<file path="config.mk">
export PLATFORM = sky130hd
export DESIGN_NAME = timer_multi
export DESIGN_NICKNAME = d
export VERILOG_FILES = /design/src/rtl/timer_pkg.sv /design/src/rtl/timer_channel.sv /design/src/rtl/timer_multi.sv
export SDC_FILE = /design/constraint.sdc
export NUM_CORES = 1
export LEC_CHECK = 0
export CORE_MARGIN = 3
export CORE_UTILIZATION = 24
export DETAILED_ROUTE_END_ITERATION = 10
export GPL_TIMING_DRIVEN = 0
export HOLD_SLACK_MARGIN = 0.02
export PLACE_DENSITY = 0.38
export SYNTH_ARGS = -nofsm -noshare
export SYNTH_HDL_FRONTEND = slang
export SYNTH_SLANG_ARGS = --single-unit
</file>
<file path="constraint.sdc">
create_clock -name clk -period 5.7 [get_ports clk]
set_clock_uncertainty 0.2 [all_clocks]
set_input_delay 1.14 -clock clk [delete_from_list [all_inputs] [get_ports clk]]
set_output_delay 1.14 -clock clk [all_outputs]
set_load 0.01 [all_outputs]
</file>
<file path="src/rtl/timer_pkg.sv">
// Shared constants and types for the multi-channel timer.
package timer_pkg;

    // Register offsets within one channel's 4-word window.
    localparam logic [1:0] REG_LOAD   = 2'd0;
    localparam logic [1:0] REG_CTRL   = 2'd1;
    localparam logic [1:0] REG_COUNT  = 2'd2;
    localparam logic [1:0] REG_STATUS = 2'd3;

    // Bit positions inside CTRL.
    localparam int CTRL_EN    = 0;
    localparam int CTRL_PER   = 1;
    localparam int CTRL_IRQEN = 2;

    // Channel run state; the CTRL en bit reads back as (state == CH_RUN).
    typedef enum logic {
        CH_IDLE = 1'b0,
        CH_RUN  = 1'b1
    } ch_state_t;

endpackage

</file>
<file path="src/rtl/timer_channel.sv">
// One down-counting timer channel: LOAD/CTRL/COUNT/flag storage and the
// IDLE/RUN state machine. Advances only on the shared prescaler tick.
module timer_channel
    import timer_pkg::*;
#(
    parameter int WIDTH = 16
) (
    input  logic             clk,
    input  logic             rst,
    input  logic             tick,
    input  logic             load_wr,
    input  logic             ctrl_wr,
    input  logic             status_wr,
    input  logic [WIDTH-1:0] wr_data,
    output logic [WIDTH-1:0] load,
    output logic [WIDTH-1:0] count,
    output logic             periodic,
    output logic             irq_en,
    output logic             flag,
    output logic             done,
    output ch_state_t        state
);

    ch_state_t        state_next;
    logic [WIDTH-1:0] count_next;
    logic             expire;

    // State and counter registers.
    always_ff @(posedge clk or posedge rst) begin
        if (rst) begin
            state <= CH_IDLE;
            count <= '0;
        end else begin
            state <= state_next;
            count <= count_next;
        end
    end

    // Next state: a CTRL write with en=0 beats a same-cycle tick; a start
    // copies LOAD into COUNT; expiry at COUNT==0 reloads or stops.
    always_comb begin
        state_next = state;
        count_next = count;
        expire     = 1'b0;
        case (state)
            CH_IDLE: begin
                if (ctrl_wr && wr_data[CTRL_EN]) begin
                    state_next = CH_RUN;
                    count_next = load;
                end
            end
            CH_RUN: begin
                if (ctrl_wr && !wr_data[CTRL_EN]) begin
                    state_next = CH_IDLE;
                end else if (tick) begin
                    if (count == '0) begin
                        expire = 1'b1;
                        if (periodic) begin
                            count_next = load;
                        end else begin
                            state_next = CH_IDLE;
                        end
                    end else begin
                        count_next = count - 1'b1;
                    end
                end
            end
            default: state_next = CH_IDLE;
        endcase
    end

    // Software-visible config, sticky flag (set beats clear) and done pulse.
    always_ff @(posedge clk or posedge rst) begin
        if (rst) begin
            load     <= '0;
            periodic <= 1'b0;
            irq_en   <= 1'b0;
            flag     <= 1'b0;
            done     <= 1'b0;
        end else begin
            if (load_wr) begin
                load <= wr_data;
            end
            if (ctrl_wr) begin
                periodic <= wr_data[CTRL_PER];
                irq_en   <= wr_data[CTRL_IRQEN];
            end
            if (expire) begin
                flag <= 1'b1;
            end else if (status_wr && wr_data[0]) begin
                flag <= 1'b0;
            end
            done <= expire;
        end
    end

endmodule

</file>
<file path="src/rtl/timer_multi.sv">
// NUM_CH independent down-counting timers sharing one programmable
// prescaler, with a {channel, reg} register port and an OR-ed interrupt.
module timer_multi
    import timer_pkg::*;
#(
    parameter int NUM_CH  = 4,
    parameter int WIDTH   = 16,
    parameter int PRESC_W = 8
) (
    input  logic                      clk,
    input  logic                      rst,
    input  logic                      ena,
    input  logic [PRESC_W-1:0]        presc_div,
    input  logic                      wr_en,
    input  logic [$clog2(NUM_CH)+1:0] wr_addr,
    input  logic [WIDTH-1:0]          wr_data,
    input  logic [$clog2(NUM_CH)+1:0] rd_addr,
    output logic [WIDTH-1:0]          rd_data,
    output logic [NUM_CH-1:0]         done,
    output logic                      irq
);

    localparam int AW = $clog2(NUM_CH) + 2;

    logic [PRESC_W-1:0] presc_cnt;
    logic               tick;

    logic [WIDTH-1:0]  ch_load  [NUM_CH];
    logic [WIDTH-1:0]  ch_count [NUM_CH];
    ch_state_t         ch_state [NUM_CH];
    logic [NUM_CH-1:0] ch_per;
    logic [NUM_CH-1:0] ch_irq_en;
    logic [NUM_CH-1:0] ch_flag;
    logic [WIDTH-1:0]  rd_next;

    assign tick = ena && (presc_cnt == presc_div);

    // Prescaler: counts 0..presc_div, wraps after the tick; a count left
    // above a newly lowered divider wraps to 0 without a tick.
    always_ff @(posedge clk or posedge rst) begin
        if (rst) begin
            presc_cnt <= '0;
        end else if (ena) begin
            if (presc_cnt >= presc_div) begin
                presc_cnt <= '0;
            end else begin
                presc_cnt <= presc_cnt + 1'b1;
            end
        end
    end

    for (genvar i = 0; i < NUM_CH; i++) begin : g_ch
        logic sel;
        assign sel = wr_en && ((wr_addr >> 2) == AW'(i));

        timer_channel #(.WIDTH(WIDTH)) u_ch (
            .clk       (clk),
            .rst       (rst),
            .tick      (tick),
            .load_wr   (sel && (wr_addr[1:0] == REG_LOAD)),
            .ctrl_wr   (sel && (wr_addr[1:0] == REG_CTRL)),
            .status_wr (sel && (wr_addr[1:0] == REG_STATUS)),
            .wr_data   (wr_data),
            .load      (ch_load[i]),
            .count     (ch_count[i]),
            .periodic  (ch_per[i]),
            .irq_en    (ch_irq_en[i]),
            .flag      (ch_flag[i]),
            .done      (done[i]),
            .state     (ch_state[i])
        );
    end

    // Read mux; addresses of channels that do not exist read as 0.
    always_comb begin
        rd_next = '0;
        for (int i = 0; i < NUM_CH; i++) begin
            if ((rd_addr >> 2) == AW'(i)) begin
                case (rd_addr[1:0])
                    REG_LOAD:  rd_next = ch_load[i];
                    REG_CTRL: begin
                        rd_next[CTRL_EN]    = (ch_state[i] == CH_RUN);
                        rd_next[CTRL_PER]   = ch_per[i];
                        rd_next[CTRL_IRQEN] = ch_irq_en[i];
                    end
                    REG_COUNT: rd_next = ch_count[i];
                    default:   rd_next[0] = ch_flag[i];
                endcase
            end
        end
    end

    // Registered read data: one cycle latency, old value on write collision.
    always_ff @(posedge clk or posedge rst) begin
        if (rst) begin
            rd_data <= '0;
        end else begin
            rd_data <= rd_next;
        end
    end

    assign irq = |(ch_flag & ch_irq_en);

endmodule

</file>
==> impl_metrics.tcl <==
set metrics [dict create \
    synth_top_cell_by_area "dfrtp_1" \
    initial_utilization 0.246 \
    finalSetupViolations 0 \
    dp_hpwl_um 29200 \
    synth_top_area_frac 0.423 \
    crit_start "wr_data[0]" \
    fin_crit_sh 0.827 \
    h-tree-depth 4 \
    leakage_nw 4.85 \
    peakVddDrop_uv 184 \
    crit_fanout 10 \
    synth_area_per_cell_um2 10.1 \
    yosysWarningCount 0 \
    synth.distinct_cells 74 \
    wl_per_cell_um 23.6 \
    clock-sinks 172 \
    die_y_um 212 \
    ys_seq_area_frac 0.423 \
    final-hold-violation-count 0 \
    placed_area_mm2 0.0114 \
    grt_remaining_overflow 0 \
    r2r_setup_slack_ns 1.89 \
    io_pins 57 \
    worst-path-buf-inv 3 \
    final_design_area_no_fill_mm2 0.0120 \
    cp.required_ns 5.81 \
    relSlewSlack 0.259 \
    antenna_found_initial 0 \
    firstDrtPassIters 5 \
    die_area_mm2 0.0449 \
    path_clk_slew_ns 0.07 \
    drive_gt1_frac 0.147 \
    routed_wl_um 38400 \
    drc 0 \
    cpMostUsedCell "clkbuf_1" \
    min_from "g_ch[0].u_ch.load[1]" \
    rr_startpoint "presc_cnt[5]" \
    rr_worst_depth 7 \
    cts_tree "built" \
    rsz0062_at_grt "no" \
    synth_area_mm2 0.0102 \
    synthTopCellsByArea "dfrtp_1 (42%), mux2_2 (8.4%), mux4_2 (4.6%)" \
    routabilityCongestion 0.808 \
    cts_made_buffers 17 \
    cp.arrival_ns 4.83 \
    fin_hold_ws_ns 0.341 \
    cts-root-buf "clkbuf_16" \
    drtIter0Drc 528 \
    vias 8487 \
    end_kind "flop" \
    hold_path.class "reg2reg" \
    min_to "g_ch[0].u_ch.load[1]" \
    netlist_instances 1011 \
    cpMaxStageDelayCell "nor4bb_1" \
    num_rows 74 \
    fin_ws_ns 0.986 \
    pre_cts_slack_ns 0.581 \
    fmax_mhz 212 \
    cts_resized 0 \
    clkLatencyLatePin_ns 0.45 \
    syn2layout_area_growth_pct 18.1 \
    rr_endpoint "g_ch[3].u_ch.count[10]" \
    core_area_mm2 0.0414 \
    path_cells "clkdlybuf4s50_1, nor4bb_1, nand3_1, o21a_1, clkbuf_1, nand2_1, clkbuf_1, o2bb2ai_1" \
    synth_nets 1064 \
    clk_path_buf_depth 2 \
    cap_violations 0 \
    dpl.cell_count 1598 \
    worstMarginPinSlew_ns 1.10 \
    post_cts_buffers 0 \
    io_buffers 51 \
    layout_min_cycle_time_ns 4.71 \
    power_density_mw_per_mm2 434 \
    num-fill-cells 4348 \
    grt_start_max_net_pins 39 \
    die_x_um 212 \
    power_mw 5.23 \
    track_usage 0.175 \
    synth_edf_count 0 \
    status "completed" \
    cp_top_family "simple AND/OR/NAND/NOR gates" \
    fin_nets 1138 \
    synth_seq_cells 172 \
    final_util 0.291 \
    synth_flop_cell "dfrtp_1" \
    crit_path_start_kind "input pin" \
    ant_nets 0 \
    finalSetupTns_ns 0 \
    async_reset_ff_frac 1.00 \
    viasPerCell 5.20 \
    worstSetupPathType "in2reg" \
    max_stage_delay_ns 1.05 \
    holdBufCountCts 0 \
    fin_cells 1632 \
    first_global_vias 8814 \
    grt_pass1_wl_um 58500 \
    hold_depth 1 \
    maxSlewViolCount 0 \
]
## cell usage in the layout, fill, tap and decap left out, types with 20 or more instances in the layout
cell	n
a21oi_1	57
a31oi_1	20
clkbuf_1	58
clkdlybuf4s50_1	51
dfrtp_1	172
inv_1	46
mux2_2	76
mux2i_1	47
mux4_2	21
nand2_1	55
nand3_1	33
nor2_1	56
nor3_1	20
o21ai_0	51
## cell usage after synthesis, drive strengths merged (21+ instances only)
library cell  number
o21ai             56
clkbuf            56
buf               22
nor2              56
mux2i             47
a21oi             57
nand3             33
mux2              77
inv               47
nand2             55
mux4              21
dfrtp            172
## state kept, by name, summed over array words and instances (netlist names)
signal,flops
g_ch.u_ch.count,64
g_ch.u_ch.done,4
g_ch.u_ch.flag,4
g_ch.u_ch.irq_en,4
g_ch.u_ch.load,64
g_ch.u_ch.periodic,4
g_ch.u_ch.state,4
presc_cnt,8
rd_data,16
## logic make-up (layout without fill, tap and decap cells)
group | after synthesis | count (layout) | share of synthesized area
simple gates | 275 | 275 | 0.144
compound gates | 273 | 273 | 0.180
xor+xnor | 4 | 4 | 0.00344
other cells | 0 | 2 | 0
buf+inv | 125 | 212 | 0.0518
mux | 145 | 145 | 0.178
fa+ha+maj | 17 | 17 | 0.0209
flops | 172 | 172 | 0.423
## final cells by class
| cell class | instances | area (um^2) | area share |
|---|---|---|---|
| Tap cell | 532 | 666 | 0.0553 |
| Buffer | 78 | 352 | 0.0292 |
| Timing Repair Buffer | 55 | 591 | 0.0491 |
| Inverter | 47 | 180 | 0.0150 |
| Clock inverter | 10 | 106 | 0.00884 |
| Sequential cell | 172 | 4300 | 0.358 |
| Antenna cell | 2 | 5.00 | 0.000416 |
| Multi-Input combinational cell | 714 | 5350 | 0.445 |
| Clock buffer | 22 | 474 | 0.0394 |
## worst max-delay path by stage
stage / end / slack, ns / cells after the start
after floorplan: g_ch[0].u_ch.count[0] / 2.16 / 1
after global placement: g_ch[1].u_ch.count[4] / 0.28 / 2
after detailed placement: g_ch[3].u_ch.count[15] / 0.58 / 8
after CTS: g_ch[3].u_ch.count[15] / 1.05 / 8
after global routing: g_ch[3].u_ch.count[7] / 0.80 / 8
final: g_ch[3].u_ch.count[15] / 0.99 / 8
## report_power, final
| group | internal, mW | switching [mW] | total [mW] | leakage [nW] |
|---|---|---|---|---|
| Sequential | 1.61 | 0.531 | 2.14 | 2.12 |
| Combinational | 0.820 | 1.07 | 1.89 | 2.46 |
| Clock | 0.645 | 0.554 | 1.20 | 0.278 |
## layer usage
metal  wire, um  global-route usage  vias to the layer above
met1      17400               0.230                     4357
li1           -                   -                     3978
met4        547              0.0386                        0
met3       1680              0.0426                       25
met5          0                   0                        -
met2      18800               0.294                      127
Power figures use the tool's default switching activity.
